[src/rtl/counter_ctrl.sv]
// -----------------------------------------------------------------------------
// counter_ctrl
//
// Purpose:
//    Sequencer for an external up-counter. An accepted start latches a terminal
//    count and a mode. The controller then clears the counter for one cycle and
//    enables it until its value reaches the terminal count. At that point it
//    emits a one-cycle done pulse and either goes idle (one-shot) or clears the
//    counter and runs again (auto-reload). Completed periods are counted, and a
//    start that cannot be honoured raises a sticky error flag.
//
// Ports:
//    clk         rising-edge clock
//    rst_n       asynchronous active-low reset
//    start       run request (honoured only in IDLE with a non-zero tc)
//    stop        abort request; beats both start and terminal detection
//    pause       level, freezes counting while high
//    mode        0 = one-shot, 1 = auto-reload; latched on an accepted start
//    tc          terminal count; latched on an accepted start
//    cnt_q       current value of the external counter
//    cnt_clr     synchronous clear to the external counter
//    cnt_en      count enable to the external counter
//    busy        high whenever the controller is not IDLE
//    done        registered one-cycle pulse per completed period
//    period_cnt  completed periods since the last accepted start (saturating)
//    err         sticky flag for a rejected start
// -----------------------------------------------------------------------------
module counter_ctrl #(
   parameter int WIDTH = 4
) (
   input  logic             clk,
   input  logic             rst_n,
   input  logic             start,
   input  logic             stop,
   input  logic             pause,
   input  logic             mode,
   input  logic [WIDTH-1:0] tc,
   input  logic [WIDTH-1:0] cnt_q,
   output logic             cnt_clr,
   output logic             cnt_en,
   output logic             busy,
   output logic             done,
   output logic [7:0]       period_cnt,
   output logic             err
);

   typedef enum logic [1:0] {
      IDLE  = 2'd0,
      CLEAR = 2'd1,
      RUN   = 2'd2
   } state_t;

   state_t           state;
   logic [WIDTH-1:0] tc_reg;
   logic             mode_reg;
   logic             terminal;

   // Use >= rather than == so that a counter that has already passed the
   // terminal value still ends the period instead of wrapping forever.
   assign terminal = (cnt_q >= tc_reg);

   // Counter controls come straight from the state register, pause and the
   // compare. CLEAR and RUN are exclusive states, so clear and enable can
   // never be high in the same cycle. Because the state resets asynchronously,
   // these outputs also drop as soon as reset is asserted.
   always_comb begin
      cnt_clr = 1'b0;
      cnt_en  = 1'b0;
      busy    = 1'b0;
      if (state == CLEAR) begin
         cnt_clr = 1'b1;
      end
      if (state == RUN) begin
         cnt_en = !pause && !terminal;
      end
      if (state != IDLE) begin
         busy = 1'b1;
      end
   end

   // Main sequencer: state, latched run parameters, done pulse, period count
   // and the sticky error flag. In every state, stop is checked before
   // anything else. In IDLE, a start that coincides with stop is dropped
   // without flagging an error. In CLEAR and RUN, stop aborts the run without
   // producing a done pulse.
   always_ff @(posedge clk or negedge rst_n) begin
      if (!rst_n) begin
         state      <= IDLE;
         tc_reg     <= '0;
         mode_reg   <= 1'b0;
         done       <= 1'b0;
         period_cnt <= 8'd0;
         err        <= 1'b0;
      end else begin
         done <= 1'b0;
         case (state)
            IDLE: begin
               if (start && !stop) begin
                  if (tc != '0) begin
                     tc_reg     <= tc;
                     mode_reg   <= mode;
                     period_cnt <= 8'd0;
                     err        <= 1'b0;
                     state      <= CLEAR;
                  end else begin
                     err <= 1'b1;
                  end
               end
            end
            CLEAR: begin
               if (stop) begin
                  state <= IDLE;
               end else begin
                  if (start) begin
                     err <= 1'b1;
                  end
                  state <= RUN;
               end
            end
            RUN: begin
               if (stop) begin
                  state <= IDLE;
               end else begin
                  if (start) begin
                     err <= 1'b1;
                  end
                  if (terminal) begin
                     if (period_cnt != 8'hFF) begin
                        period_cnt <= period_cnt + 8'd1;
                     end
                     done  <= 1'b1;
                     state <= mode_reg ? CLEAR : IDLE;
                  end
               end
            end
            default: begin
               state <= IDLE;
            end
         endcase
      end
   end

endmodule

[config.mk]
export PLATFORM = sky130hd
export DESIGN_NAME = counter_ctrl
export DESIGN_NICKNAME = d
export VERILOG_FILES = /design/src/rtl/counter_ctrl.sv
export SDC_FILE = /design/constraint.sdc
export NUM_CORES = 1
export LEC_CHECK = 0
export CAP_MARGIN = 40
export CORE_UTILIZATION = 44
export DETAILED_ROUTE_END_ITERATION = 6
export PLACE_DENSITY = 0.74
export SLEW_MARGIN = 20
export SYNTH_ARGS = -nofsm -noshare
export SYNTH_HDL_FRONTEND = slang
export SYNTH_SLANG_ARGS = --single-unit
[constraint.sdc]
create_clock -name clk -period 1.8 [get_ports clk]
set_clock_uncertainty 0.15 [all_clocks]
set_input_delay 0.36 -clock clk [delete_from_list [all_inputs] [get_ports clk]]
set_output_delay 0.36 -clock clk [all_outputs]
set_load 0.05 [all_outputs]
==> reports/results.tsv, run 1 <==
stage	metric	value	unit
timing	timing.final.ws_setup	-0.4584	ns
worst_hold_path	hold_class	input port to asynchronous set/reset pin	
setup_path	reg2reg_depth	10	
setup_path	cp.arrival	2.29	ns
timing	fin_crit	2.258	ns
power	p_leak	0.0009220	uW
routing	ant_nets	0	
synthesis	netlist_instances	125	
routing	drt_iter0_markers	45	
floorplan	die-area	2872	um^2
placed_design	port_buffers	26	
setup_path	crit_type	register to register	
finish	antenna_cells	0	
routing	dr_total_vias	1333	
synthesis	synth_fa_ha_area_share	9.615	%
routing	drc	0	
grt	grt_pass1_vias	1270	
placed_design	gp_congestion	0.8136	
synthesis	syn_area	1171	um^2
grt	antenna_found_initial	0	
clock_tree	cts_htree_levels	1	
floorplan	io_pins	27	
setup_path	slowest_stage	dfrtp_1	
timing	final.period_utilization	125.5	%
clock_tree	cts_buffers	3	
setup_path	cp.depth	10	
synthesis	synth_top_family_by_area	simple AND/OR/NAND/NOR gates	
power	power_density	1399	nW/um^2
finish	drive_gt1_share	50.52	%
synthesis	synth_top_cell_by_area	dfrtp_1	
status	status	complete, but fails checks	
setup_path	cp_max_fo	5	
finish	fillers	144	
timing	fmax	442.8	MHz
synthesis	synth-edff-count	0	
finish	seq_area	432.9	um^2
clock_tree	cts.clk_slew.worst_paths	0.12	ns
timing	hold_ws	0.2354	ns
synthesis	yosysWarnings	0	
grt	grt_usage	28.58	%
status	violations	setup timing	
synthesis	synthSimpleGateAreaFrac	25.11	%
synthesis	synth_mux_area_share	3.739	%
clock_tree	cts_sinks	17	
synthesis	synth-async-reset-ratio	100.0	%
setup_path	crit_top_cell	buf_6	
timing	hold_viol	0	
synthesis	ys_seq_area_share	36.32	%
timing	setup_violations	12	
grt	grt_pass1_wl	5.823	mm
timing	drv_slew	0	
setup_path	path_cells	inv_2, ha_4, o21a_1, nor2_2, a21o_1, buf_4, buf_6, buf_6, o311a_1, a221o_1	
clock_tree	cts_root_buffer	clkbuf_4	
finish	syn_to_final_growth	75.75	%
synthesis	synth_nets	148	
setup_path	path_delay_family	compound AO/OA/AOI/OAI gates	
routing	wl	3.763	mm
routing	routedWlPerCell	16.95	um
floorplan	die-width	53.59	um
timing	rsz0062_at_grt	true	
synthesis	synth_flop_cell	dfrtp_1	
setup_path	critical_path_required	1.83	ns
floorplan	start_util	46.85	%
timing	tightest_slew	0.4240	ns
clock_tree	clock_path_buffers	2	
grt	grt_max_degree	18	
synthesis	ys_seq_elements	17	
synthesis	synth_compound_area_share	18.91	%
floorplan	num_rows	18	
grt	grt-ovfl-total	0	
placed_design	dp_hpwl	2.599	mm
setup_path	crit_path_start_kind	register	
synthesis	synth.distinct_cells	40	
finish	multi_input_area	815.8	um^2
finish	layout.nets	216	
setup_path	r2r_slack	-0.46	ns
synthesis	synth_xor_area_share	0	%
synthesis	synth_area_per_cell	9.369	um^2
routing	firstDrtPassIters	4	
timing	slew_headroom	71.54	%
finish	largest_register_ff_count	8	
run	drv_cap	0	
floorplan	dieHeight	53.59	um
finish	final_common_cell	buf_4	
floorplan	design.core.area	2500	um^2
clock_tree	clkLatencyLatePin	0.30	ns
setup_path	cpPeakStageDelay	0.36	ns
setup_path	end_kind	register	
synthesis	synth_top_area_share	36.32	%
routing	via_per_inst	6.005	
finish	final_cell_mix	38 x buf_4, 11 x nand2_1, 11 x dfrtp_1, 11 x buf_12, 8 x dlygate4sd2_1	
clock_tree	cts_tree	yes	
finish	final_area	2058	um^2
placed_design	place_area	1831	um^2
power	peakVddDrop	1.257	mV
finish	utilization	82.33	%
clock_tree	ctsHoldBuffers	0	
setup_path	critPathBufInv	4	
synthesis	synth_area_leaders	dfrtp_1 36%, ha_1 9.6%, nand2_1 3.5%, o311a_1 3.4%, inv_1 3.2%	
[per-stage QoR]
step | power [uW] | instances | worst slack [ns] | TNS (ns)
after CTS | 2768 | 219 | -0.3777 | -2.572
after detailed placement | 2184 | 204 | -0.6713 | -6.934
after global routing | 3035 | 222 | -0.5049 | -4.255
after floorplan | 1488 | 125 | -0.2098 | -0.7396
after global placement | 2115 | 204 | -0.5966 | -6.423
final | 2880 | 222 | -0.4584 | -3.556
[metal layers]
| metal | up-vias | routed length [um] | GRT usage, % | part of all wire, % |
|---|---|---|---|---|
| met4 | 0 | 104 | 10.53 | 2.8 |
| met5 | - | 0 | 0 | 0 |
| li1 | 606 | - | - | - |
| met2 | 67 | 1952 | 52.29 | 52 |
| met3 | 14 | 196 | 3.390 | 5.2 |
| met1 | 646 | 1509 | 33.86 | 40 |
[cell type report]
class                      count  share of cell area, %
clock buffer                   4                  1.277
tap                           30                  1.824
timing repair buffer          69                  34.23
inverter                      10                  2.006
sequential                    17                  21.03
multi-input combinational     92                  39.64
[path summary, 6_finish.rpt]
| kind | to | startpoint |
|---|---|---|
| max in group asynchronous | period_cnt[4] | rst_n |
| min in group clk | tc_reg[1] | tc[1] |
| min reg2reg | err | err |
| min | tc_reg[3] | rst_n |
| max reg2reg | period_cnt[1] | tc_reg[3] |
| max | period_cnt[1] | tc_reg[3] |
[cell families (layout without fill, tap and decap cells)]
family | count (synthesis) | count (layout)
simple gates | 51 | 51
compound gates | 28 | 28
flops | 17 | 17
buf+inv | 16 | 83
fa+ha+maj | 9 | 9
mux | 4 | 4
[power breakdown]
part / switching [uW] / internal (uW)
clock: 136 / 86.3
sequential: 84.7 / 506
combinational: 997 / 1070
total: 1220 / 1660
[repair_timing]
item / CTS / global route
setup buffers: 11 / 4
hold endpoints to repair: 0 / 0
gates cloned: 1 / 0
resized for setup: 27 / 6
pin swaps: 14 / 2
endpoints found under the setup margin: 12 / 13
[synthesized netlist by cell type, types with 2 or more instances]
master,count
clkbuf_1,2
or4_1,2
a21o_1,2
a21oi_1,3
nor3_1,4
nand3b_1,2
and3b_1,2
ha_1,9
nor2_1,4
nor3b_1,3
buf_2,2
mux2_2,3
a211o_1,2
a221o_1,3
nor4_1,2
o311a_1,4
inv_1,10
nand2_1,11
nand3_1,7
nor2b_1,3
dfrtp_1,17
and4_4,2
nand4_1,5
o21ai_0,5
Power figures use the tool's default switching activity.
==> run 2, diff against run 1 <==
Settings changed: CORE_UTILIZATION 44 to 23, PLACE_DENSITY 0.74 to not set.
==> reports/results.tsv, run 2 (synthesis results as in run 1) <==
stage	metric	value	unit
status	status	complete, but fails checks	
status	violations	setup timing	
setup_path	end_kind	primary output	
timing	tightest_slew	0.3913	ns
floorplan	io_pins	27	
clock_tree	ctsHoldBuffers	0	
grt	grt_usage	13.04	%
power	switchingPower	1149	uW
setup_path	cp.arrival	1.67	ns
placed_design	dp_hpwl	2.389	mm
floorplan	num_rows	25	
placed_design	place_area	1962	um^2
timing	fin_crit	2.176	ns
routing	wl	3.263	mm
timing	final.period_utilization	120.9	%
timing	drv_slew	0	
finish	syn_to_final_growth	82.05	%
power	clkPwrFrac	10.6	%
setup_path	critical_path_required	1.29	ns
clock_tree	cts_sinks	17	
timing	timing.final.ws_setup	-0.3761	ns
finish	layout.nets	217	
routing	ant_nets	0	
setup_path	path_cells	inv_2, ha_4, o21a_1, nor2_2, a21o_1, and3b_2, buf_12	
timing	slew_headroom	73.24	%
finish	final_cell_mix	41 x buf_4, 13 x buf_12, 11 x nand2_1, 11 x dfrtp_1	
routing	via_per_inst	4.635	
routing	top_layer_used	met4	
grt	antenna_found_initial	0	
timing	rsz0062_at_grt	true	
floorplan	die-width	73.36	um
finish	drive_gt1_share	51.81	%
routing	dr_total_vias	1205	
setup_path	cpPeakStageDelay	0.39	ns
floorplan	design.core.area	4817	um^2
finish	antenna_cells	0	
power	swShare	40.50	%
setup_path	cp_max_fo	2	
power	p_int	1689	uW
finish	fillers	467	
power	power_density	1331	nW/um^2
placed_design	gp_congestion	0.7453	
placed_design	place_inst	249	
setup_path	crit_type	register to primary output	
setup_path	r2r_slack	-0.32	ns
routing	wl_met2	1.553	mm
clock_tree	clkLatencyLatePin	0.25	ns
power	peakVddDrop	1.109	mV
floorplan	dieHeight	73.36	um
floorplan	start_util	24.31	%
clock_tree	cts_htree_levels	1	
clock_tree	cts_buffers	3	
power	combinationalPowerShare	69.0	%
worst_hold_path	hold_class	input port to register	
routing	wl_met3	117	um
setup_path	path_delay_family	flip-flops	
timing	hold_ws	0.2423	ns
setup_path	crit_path_start_kind	register	
setup_path	slowest_stage	dfrtp_1	
run	drv_cap	0	
routing	wl_met1	1.575	mm
timing	fmax	459.5	MHz
grt	grt_pass1_vias	1220	
routing	drt_iter0_markers	36	
grt	grt_max_degree	18	
clock_tree	cts_root_buffer	clkbuf_8	
power	seqPwrFrac	20.5	%
setup_path	critPathBufInv	2	
timing	hold_viol	0	
routing	routedWlPerCell	12.55	um
finish	largest_register_ff_count	8	
placed_design	port_buffers	26	
placed_design	dpl_worst_slack	-0.6643	ns
floorplan	die-area	5381	um^2
clock_tree	cts_tree	yes	
timing	setup_violations	10	
routing	drc	0	
finish	final_area	2132	um^2
finish	final_common_cell	buf_4	
power	p_leak	0.0009477	uW
grt	grt_pass1_wl	5.499	mm
clock_tree	cts.clk_slew.worst_paths	0.08	ns
grt	grt-ovfl-total	0	
finish	finalNonFillerCells	260	
clock_tree	clock_path_buffers	2	
routing	firstDrtPassIters	4	
-- run 2: changes by cell type in the layout (fill, tap and decap cells not counted), sizes merged --
cell	before	now
clkinv	0	1
dlymetal6s2s	0	1
clkdlybuf4s15	0	2
clkdlybuf4s50	5	4
dlygate4sd2	8	5
buf	56	57
-- run 2: final timing paths --
kind | startpoint | end | depth (start not counted)
setup / recovery | tc_reg[2] | cnt_en | 7
hold / removal | tc[1] | tc_reg[1] | 3
setup reg to reg | tc_reg[2] | period_cnt[1] | 9
hold reg to reg | mode_reg | mode_reg | 1
max in group asynchronous | rst_n | period_cnt[0] | 2
min in group asynchronous | rst_n | tc_reg[2] | 2
-- run 2: metrics by stage --
| stage | utilization, % | power [uW] | TNS, ns |
|---|---|---|---|
| 6_report | 44.26 | 2838 | -2.022 |
| 5_1_grt | 44.26 | 2994 | -2.628 |
| 4_1_cts | 43.27 | 2777 | -1.778 |
| 3_5_place_dp | 40.73 | 2330 | -7.127 |
| 3_3_place_gp | 40.73 | 2307 | -6.720 |
| 2_1_floorplan | - | 1488 | -0.7396 |
-- run 2: power by group through the flow --
stage	clock (uW)	combinational [uW]	sequential, uW
global placement	0	1730	576
detailed placement	0	1750	578
global route	323	2080	593
floorplan	0	732	756
finish	301	1960	581
CTS	313	1890	580
-- run 2: cell type report --
class / instances / area, um^2 / area share [%]
multi-input cells: 92 / 804.5 / 37.73
repair buffers: 70 / 723.2 / 33.92
flip-flops and latches: 17 / 432.9 / 20.31
well taps: 67 / 83.83 / 3.932
clock buffers: 3 / 41.29 / 1.937
inverters: 10 / 41.29 / 1.937
clock inverters: 1 / 5.005 / 0.2347
-- run 2: worst register-to-register path, cell delays in order (launching register included) --
cell and delay [ns]:
dfrtp_1 0.36, inv_2 0.06, ha_4 0.25, o21a_1 0.12
nor2_2 0.05, a21o_1 0.16, buf_4 0.14, buf_12 0.13
o311a_1 0.34, a221o_1 0.25
-- run 2: timing repair --
item                                    4_1_cts  5_1_grt
pin swaps                                    12        3
endpoints found under the setup margin       12       13
setup buffers                                 5        2
gates resized for setup                      21       10
-- run 2: metal layers --
metal	track usage, %	vias up
met4	1.923	0
met3	2.881	2
met5	0	-
met2	22.02	30
li1	-	604
met1	17.40	569
